`config.mk`:
```
export PLATFORM = sky130hd
export DESIGN_NAME = register_scoreboard
export DESIGN_NICKNAME = d
export VERILOG_FILES = /design/src/rtl/register_scoreboard_pkg.sv /design/src/rtl/register_scoreboard_sb_counter.sv /design/src/rtl/register_scoreboard.sv
export SDC_FILE = /design/constraint.sdc
export NUM_CORES = 1
export LEC_CHECK = 0
export ABC_AREA = 0
export CORE_MARGIN = 4
export CORE_UTILIZATION = 25
export CTS_CLUSTER_DIAMETER = 100
export DETAILED_ROUTE_END_ITERATION = 12
export RECOVER_POWER = 25
export SETUP_SLACK_MARGIN = 0.1
export SLEW_MARGIN = 10
export SYNTH_ARGS = -nofsm -noshare
export SYNTH_HDL_FRONTEND = slang
export SYNTH_HIERARCHICAL = 1
export SYNTH_SLANG_ARGS = --single-unit
```
`constraint.sdc`:
```
create_clock -name clk -period 6.9 [get_ports clk]
set_clock_uncertainty 0.05 [all_clocks]
set_input_delay 0.69 -clock clk [delete_from_list [all_inputs] [get_ports clk]]
set_output_delay 0.69 -clock clk [all_outputs]
set_load 0.05 [all_outputs]
```
`src/rtl/register_scoreboard_pkg.sv`:
```
// Shared types and sizing for the register scoreboard: register index and
// per-register pending-write counter types.
package register_scoreboard_pkg;

  localparam int NUM_REGS = 32;
  localparam int CNT_W    = 2;

  typedef logic [4:0]       reg_idx_t;
  typedef logic [CNT_W-1:0] sb_cnt_t;

endpackage

```
`src/rtl/register_scoreboard_sb_counter.sv`:
```
// Per-register pending long-latency write counter. Increments on issue,
// decrements on writeback, holds when both coincide, and never wraps.
module sb_counter #(
  parameter int CNT_W = 2
) (
  input  logic             clk,
  input  logic             reset,
  input  logic             inc,
  input  logic             dec,
  output logic [CNT_W-1:0] count,
  output logic             busy,
  output logic             full,
  output logic             underflow
);

  localparam logic [CNT_W-1:0] MAX = '1;

  logic [CNT_W-1:0] count_d;
  logic [CNT_W-1:0] count_q;

  always_comb begin
    count_d = count_q;
    if (inc && !dec && count_q != MAX) begin
      count_d = count_q + 1'b1;
    end else if (dec && !inc && count_q != '0) begin
      count_d = count_q - 1'b1;
    end
  end

  always_ff @(posedge clk or posedge reset) begin
    if (reset) begin
      count_q <= '0;
    end else begin
      count_q <= count_d;
    end
  end

  assign count     = count_q;
  assign busy      = (count_q != '0);
  assign full      = (count_q == MAX);
  // A writeback with nothing pending and no same-cycle issue to absorb it.
  assign underflow = dec && !inc && (count_q == '0);

endmodule

```
`src/rtl/register_scoreboard.sv`:
```
// Scoreboard for long-latency register writes: stalls decode on pending
// sources or a saturated destination counter; sticky error and stall counter.
module register_scoreboard
  import register_scoreboard_pkg::*;
#(
  parameter int NUM_REGS = register_scoreboard_pkg::NUM_REGS,
  parameter int CNT_W    = register_scoreboard_pkg::CNT_W,
  parameter int PERF_W   = 32
) (
  input  logic                clk,
  input  logic                reset,
  input  logic                id_valid,
  input  reg_idx_t            id_rs1,
  input  reg_idx_t            id_rs2,
  input  logic                id_uses_rs1,
  input  logic                id_uses_rs2,
  input  reg_idx_t            id_rd,
  input  logic                id_RegWrite,
  input  logic                id_long_latency,
  input  logic                id_flush,
  input  logic                wb_valid,
  input  reg_idx_t            wb_rd,
  output logic                stall,
  output logic [NUM_REGS-1:0] busy_mask,
  output logic                sb_error,
  output logic [PERF_W-1:0]   stall_count
);

  logic [NUM_REGS-1:0] busy_vec;
  logic [NUM_REGS-1:0] eff_busy_vec;
  logic [NUM_REGS-1:0] full_vec;
  logic [NUM_REGS-1:0] uf_vec;

  logic id_ok;
  logic src1_busy;
  logic src2_busy;
  logic full_hit;
  logic issue;

  logic              sb_error_d;
  logic              sb_error_q;
  logic [PERF_W-1:0] stall_count_d;
  logic [PERF_W-1:0] stall_count_q;

  // x0 is never tracked: its slot is tied off rather than instantiated.
  assign busy_vec[0]     = 1'b0;
  assign eff_busy_vec[0] = 1'b0;
  assign full_vec[0]     = 1'b0;
  assign uf_vec[0]       = 1'b0;

  for (genvar r = 1; r < NUM_REGS; r++) begin : g_cnt
    logic             wb_hit;
    logic             inc;
    logic [CNT_W-1:0] cnt;

    assign wb_hit = wb_valid && (wb_rd == reg_idx_t'(r));
    assign inc    = issue && (id_rd == reg_idx_t'(r));

    sb_counter #(.CNT_W(CNT_W)) u_cnt (
      .clk       (clk),
      .reset     (reset),
      .inc       (inc),
      .dec       (wb_hit),
      .count     (cnt),
      .busy      (busy_vec[r]),
      .full      (full_vec[r]),
      .underflow (uf_vec[r])
    );

    // Write-through: the last pending write retiring this cycle frees the source now.
    assign eff_busy_vec[r] = busy_vec[r] && !(wb_hit && cnt == CNT_W'(1));
  end

  assign id_ok     = id_valid && !id_flush;
  assign src1_busy = id_uses_rs1 && eff_busy_vec[id_rs1];
  assign src2_busy = id_uses_rs2 && eff_busy_vec[id_rs2];
  assign full_hit  = id_RegWrite && id_long_latency && (id_rd != '0) &&
                     full_vec[id_rd] && !(wb_valid && wb_rd == id_rd);
  assign stall     = id_ok && (src1_busy || src2_busy || full_hit);
  assign issue     = id_ok && !stall && id_RegWrite && id_long_latency &&
                     (id_rd != '0);

  always_comb begin
    sb_error_d    = sb_error_q | (|uf_vec);
    stall_count_d = stall_count_q;
    if (stall && stall_count_q != '1) begin
      stall_count_d = stall_count_q + 1'b1;
    end
  end

  always_ff @(posedge clk or posedge reset) begin
    if (reset) begin
      sb_error_q    <= 1'b0;
      stall_count_q <= '0;
    end else begin
      sb_error_q    <= sb_error_d;
      stall_count_q <= stall_count_d;
    end
  end

  assign busy_mask   = busy_vec;
  assign sb_error    = sb_error_q;
  assign stall_count = stall_count_q;

endmodule

```
# Word-level counts from Yosys, hierarchy flattened
# Cells that the tools add are included.
# totals
ff_bits	95
output_inout_bits	66
wordCells	811
# op_classes
n_addsub	63
order_cmp	3
n_eq_ne	157
mux	68
n_bitwise	1
reduce_logical	486
# op_table
operator	count
$logic_and 1x1->1	293
$eq 5x5->1 const B	32
$mux 2	62
$reduce_bool 2->1	62
$logic_not 1->1	96
$eq 5x4->1 const B	16
$add 2x1->2 const B	31
$eq 2x1->1 const B	31
$eq 2x2->1 const B	31
$logic_not 2->1	31
$ne 2x2->1 const B	31
$sub 2x1->2 const B	31
$eq 5x3->1 const B	8
$add 32x1->32 const B	1
$ne 32x32->1 const B	1
$reduce_or 31->1	1
$eq 5x2->1 const B	4
$lt 5x6->1 const B	3
$bmux 1 s5	3
$eq 5x1->1 const B	2
$eq 5x5->1	1
$reduce_bool 5->1	1
$mux 1	3
$logic_or 1x1->1	2
$or 1x1->1	1

# Depth between registers and ports, before layout
# depth
word_depth	22
depth_mapped	16
ltp_nobuf	14

# Modules after synthesis
# The synthesis kept the hierarchy.
# modules_own_cells
mod	instances	cells_per_inst	area_per_inst_um2	seq_area_each_um2
sb_counter	31	16	140.1	50.0
register_scoreboard	1	484	3738.6	825.8

# Worst setup path after synthesis
# OpenSTA, ideal clock, no wires.
# synth_timing
kind	input port to flip-flop
from	in wb_rd[2]
to	reg sb_error_q, in the netlist sb_error
setup_time_ns	0.127
arrival_time_ns	3.966
required_ns	6.723
slack_ns	2.757
stages	16
n_path_buf	3
path_cell_list	buf_2 or4b_1 buf_2 o41ai_2 o221ai_1 nor2_1 o311ai_1 a221oi_4 nand2_2 buf_2 nor4_1 nand2b_2 nor2_2 nor4_1 nand4_1 or2_2
# synth_via
elab_chain_cells	22
elab_cells_between_ends	299
classes_between	eq/ne: 32; mux: 4; bitwise: 1; reduce/logical: 262
# synth_lines
element	line	rtl
start: declaration	register_scoreboard.sv:22	input reg_idx_t wb_rd,
$eq 5x1->1, or another cell as far along	register_scoreboard.sv:56	assign wb_hit = wb_valid && (wb_rd == reg_idx_t'(r));
$logic_and 1x1->1	register_scoreboard.sv:56	
$logic_and 1x1->1	register_scoreboard.sv:71	assign eff_busy_vec[r] = busy_vec[r] && !(wb_hit && cnt == CNT_W'(1));
$logic_not 1->1	register_scoreboard.sv:71	
$logic_and 1x1->1	register_scoreboard.sv:71	
$bmux 1 s5, on equally long branches	register_scoreboard.sv:75, register_scoreboard.sv:76	
$mux 1, on equally long branches	register_scoreboard.sv:75, register_scoreboard.sv:76	
$logic_and 1x1->1, on equally long branches	register_scoreboard.sv:75, register_scoreboard.sv:76	
[8 not listed]	-	
$logic_and 1x1->1 (*)	register_scoreboard.sv:57	assign inc = issue && (id_rd == reg_idx_t'(r));
net g_cnt[9].inc	register_scoreboard.sv:53	logic inc;
$logic_not 1->1 (*)	register_scoreboard_sb_counter.sv:42	assign underflow = dec && !inc && (count_q == '0);
$logic_and 1x1->1 (*) (2 in series)	register_scoreboard_sb_counter.sv:42	
net uf_vec[9]	register_scoreboard.sv:32	logic [NUM_REGS-1:0] uf_vec;
$reduce_or 31->1 (*)	register_scoreboard.sv:84	sb_error_d = sb_error_q | (|uf_vec);
$or 1x1->1 (*)	register_scoreboard.sv:84	
net sb_error_d	register_scoreboard.sv:40	logic sb_error_d;
end signal: assignment	register_scoreboard.sv:96	sb_error_q <= sb_error_d;
end: declaration	register_scoreboard.sv:41	logic sb_error_q;
# The timed path passes the listed nets; every way through them passes the cells marked *. The select of a mux whose other input is x is not followed.
# A chain may end at the register's enable or synchronous reset.

# Worst setup path after layout
# layout_timing
from	in wb_rd[1]
to	reg sb_error_q, in the netlist sb_error
# layout_via
elab_chain_cells	22
elab_cells_between_ends	299
classes_between	eq/ne: 32; mux: 4; bitwise: 1; reduce/logical: 262
# layout_lines
element	line
$eq 5x1->1, or another cell as far along	register_scoreboard.sv:56
$logic_and 1x1->1	register_scoreboard.sv:56
$logic_and 1x1->1	register_scoreboard.sv:71
$logic_not 1->1	register_scoreboard.sv:71
$logic_and 1x1->1	register_scoreboard.sv:71
$bmux 1 s5, on equally long branches	register_scoreboard.sv:75, register_scoreboard.sv:76
$mux 1, on equally long branches	register_scoreboard.sv:75, register_scoreboard.sv:76
$logic_and 1x1->1, on equally long branches	register_scoreboard.sv:75, register_scoreboard.sv:76
[8 not listed]	-
$logic_and 1x1->1 (*)	register_scoreboard.sv:57
net g_cnt[29].inc	register_scoreboard.sv:53
$logic_not 1->1 (*)	register_scoreboard_sb_counter.sv:42
$logic_and 1x1->1 (*) (2 in series)	register_scoreboard_sb_counter.sv:42
net uf_vec[29]	register_scoreboard.sv:32
$reduce_or 31->1 (*)	register_scoreboard.sv:84
$or 1x1->1 (*)	register_scoreboard.sv:84
net sb_error_d	register_scoreboard.sv:40
# Marks and branches as above.

==> results.md <==
- Setup repair after global routing left no endpoint under its margin.
- The worst min-delay path startpoint is stall_count[31].
- The worst path needs 5740 ps of the cycle, external delays included.
- Leaving out fill and tap cells, the most frequent cell in the layout is sky130_fd_sc_hd__dfrtp_1.
- The initial core utilization is 0.255.
- The flow ran to the end, but the final reports show violations.
- The detailed router finished its first iteration with a little under 600 violations.
- By area, the combinational part of the netlist is dominated by simple AND/OR/NAND/NOR gates.
- Along the worst path, the maximum fanout reaches 21.
- The power density of the placed cells is 157 mW/mm^2.
- At the pin with the least slew margin, the transition time is between 1500 and 2000 ps.
- Counting the buffers created by CTS gives 9.
- The mux cell area share after synthesis is 0.0243.
- The number of different library cells used by synthesis comes to 64.
- The final reports fail on capacitance limit, slew limit.
- The arithmetic-cell share of the synthesized area counting full adders, half adders and majority gates is 0.00155.
- 95 I/O pins were placed.
- The library cells used most frequently in the layout, excluding fill and tap cells, are 95 x sky130_fd_sc_hd__dfrtp_1, 92 x sky130_fd_sc_hd__clkdlybuf4s50_1, 89 x sky130_fd_sc_hd__nand2_1.
- The worst pin sits at a relative slew slack of -0.262.
- Using the TritonRoute via totals, the vias-per-cell ratio works out to between 5 and 6.
- The worst hold path belongs to the class register to register.
- The count of warnings emitted by yosys is 6.
- The number of optimization iterations in the first detailed-route pass is 5.
- Summing every instance area after synthesis gives 0.00808 sq mm.
- The type of origin of the critical path is a primary input.
- The final critical-path setup slack is about 1200 ps.
- The critical path data required time is around 7100 ps.
- The count of antenna-violating nets left after detailed routing is 0.
- The post-CTS repair timing setup buffer count is 0.
- The number of global-route vias before repair came to 7,267.
- The final routed DRC violation total is 0.
- Averaged over all synthesized cells, the footprint is 8.25 sq um.
- The total area inside the core boundary comes to 0.0317 sq mm.
- For this run, the total global-route usage over all layers was measured as 0.143.
- The cell area reported after detailed placement is 0.00943 sq mm.
- The per-cell routed wire length is 17.5 um.
- On the final layout, the worst hold slack is roughly 450 ps.
- The flip-flop and latch count after synthesis is 95.
- The pin count of the biggest net entering global routing is 34.
- The count of instances resized after the clock tree is built is 0.
- Among all flip-flop cells after synthesis, the most frequent one is sky130_fd_sc_hd__dfrtp_1.
- The worst register-to-register path ends at sb_error.
- The repair_antennas step left the layout with diodes totalling 0.
- The die is 188 um wide.
- The clock tree root driver cell is sky130_fd_sc_hd__clkbuf_16.
- The tool flagged a number of max-cap violations equal to 2.
- The total of hold buffers inserted after clock tree synthesis is 0.
- The placement row count is 65.
- The first global-routing pass estimated 40.6 mm of wire.
- Synthesis produced 980 cells.
- The layout overhead on the synthesized area is 20.3%.
- The number of nets at the end of the flow is 1,086.
- The number of hold-slack violations in the final timing report is 0.
- Setup slack on the worst reg-to-reg path comes out at 2220 ps.
- Summed over all failing endpoints, the final setup total negative slack is 0 ps.
- The clock reaches the later pin of the worst-skew pair after 360 ps.
- The floorplan step defined a die boundary enclosing ~0.035 sq mm.
- Of the total synthesized cell area, the portion taken by AND, OR, NAND and NOR gates is 0.437.
- Of the total synthesized cell area, the portion taken by XOR and XNOR cells is 0.0390.
- The total number of vias is 7,509.
- CTS built an H-tree with a depth of 3.
- The worst hold path cell count is 1.
- The class of the most critical setup path is primary input to register.
- The worst hold path terminates at stall_count[31].
- The final standard cell utilization of the core is 0.307.
- After clock tree synthesis, the clock-pin slew on the worst setup and hold paths is around 80 ps.
- The post-synthesis net count is around 1,000.
- The initial antenna violation count is 0.
- VDD sags by at most 0.118 mV.
- The count of flip-flops with a built-in enable after synthesis is 0.
- The largest buffer count on any clock path is 2.
- The number of max-slew violations in the final report was 67.
- The post-route standard cell area excluding fillers is 0.00972 sq mm.
- The origin of the critical flop-to-flop path is g_cnt[24].u_cnt/count[1].
- In this run the static leakage power is roughly 4 nW.
- Once detailed placement completed, the half-perimeter wirelength came to 19.9 mm.
- The achievable frequency is 174 MHz.
- The number of port buffers is 93.
- The total wire length is 25.6 mm.
- Prior to clock tree synthesis, the placed netlist has a worst setup slack of 834 ps.
- The async set-or-reset flop fraction in the synthesized netlist is 1.00.
- The die is 188 um tall.
- The compound-cell area share of the yosys netlist came to 0.151.
- The count of cells along the worst register-to-register path is 14.
- The fraction of layout instances using a drive strength above 1 is 0.190.
- Setup violations remaining at the end of the flow were counted as 0.
- Data on the critical path arrives at its endpoint at 5940 ps.
- Dividing the final minimum period by the clock period gives 0.832.
- The share of the Yosys chip area taken by registers is 0.294.
- STA classifies the critical path endpoint as a register.
- The total overflow left after global routing is 0.
- TritonCTS built the clock tree.
- The placer congestion estimate is 0.978.
- Counting every sink on the clock net gives 95.
registers in the layout (all words and copies together) (netlist names):
signal and count:
sb_error 1, g_cnt.u_cnt/count 62, stall_count 32
Yosys cell counts, types with 29 or more instances:
library cell / number / area, sq um
sky130_fd_sc_hd__dfrtp_1: 95 / 2380
sky130_fd_sc_hd__nand2_1: 89 / 334
sky130_fd_sc_hd__inv_1: 68 / 255
sky130_fd_sc_hd__o21ai_1: 62 / 310
sky130_fd_sc_hd__nor2_1: 49 / 184
sky130_fd_sc_hd__nand2b_1: 43 / 269
sky130_fd_sc_hd__nor2b_1: 38 / 238
sky130_fd_sc_hd__nor3_1: 36 / 180
sky130_fd_sc_hd__or2_1: 32 / 200
sky130_fd_sc_hd__a21oi_2: 31 / 272
sky130_fd_sc_hd__and2_2: 31 / 233
sky130_fd_sc_hd__and3b_1: 31 / 272
sky130_fd_sc_hd__nand2b_2: 31 / 272
sky130_fd_sc_hd__nor2_2: 31 / 194
sky130_fd_sc_hd__nor3_2: 31 / 310
sky130_fd_sc_hd__xor2_1: 31 / 272
sky130_fd_sc_hd__nor4_1: 29 / 181
layer usage:
metal  GRT usage  wire length [um]
met5           0                 0
met4      0.0316               391
met3      0.0251              1360
met2       0.237             12000
met1       0.195             11900
final cells by class:
type,instances,area [sq um]
clock buffer,10,239
inverter,68,255
timing repair buffer,104,1010
tap,402,503
sequential,95,2380
multi-input combinational,778,5280
clock inverter,6,60.1
fill,3408,22000
worst max-delay path by stage:
stage	start	slack, ps	endpoint
after CTS	wb_rd[1]	1220	sb_error
after floorplan	wb_rd[2]	2760	sb_error
final	wb_rd[1]	1160	sb_error
after global routing	wb_rd[1]	790	sb_error
after global placement	wb_rd[1]	910	sb_error
after detailed placement	wb_rd[1]	830	sb_error
through the flow:
step / power (mW) / cells
finish: 1.53 / 1463
global route: 1.60 / 1463
CTS: 1.55 / 1463
detailed placement: 1.02 / 1447
global placement: 1.02 / 1447
floorplan: 0.877 / 980
power by group:
part / leakage [nW] / total (mW) / switching [mW] / internal (mW)
Clock: 0.149 / 0.517 / 0.252 / 0.266
Combinational: 2.55 / 0.390 / 0.259 / 0.130
Sequential: 1.29 / 0.622 / 0.0404 / 0.581
kinds of logic after synthesis:
family | count (synthesis)
buf+inv | 107
simple gates | 559
other cells | 1
compound gates | 169
xor+xnor | 36
mux | 12
fa+ha+maj | 1
flops | 95
worst max-delay path: stages:
cell and delay (ps):
sky130_fd_sc_hd__clkdlybuf4s50_1 670, sky130_fd_sc_hd__nand2_1 520, sky130_fd_sc_hd__o41ai_1 630, sky130_fd_sc_hd__o22ai_1 160, sky130_fd_sc_hd__nor4_1 340, sky130_fd_sc_hd__nor3_1 140
sky130_fd_sc_hd__a221oi_4 320, sky130_fd_sc_hd__nand2_2 340, sky130_fd_sc_hd__buf_4 320, sky130_fd_sc_hd__nor4b_1 560, sky130_fd_sc_hd__nand2b_2 270, sky130_fd_sc_hd__nor2_2 50
sky130_fd_sc_hd__nor4_1 450, sky130_fd_sc_hd__nand4_1 140, sky130_fd_sc_hd__or2_2 320
Note: power is estimated with default switching activity, not from simulation.
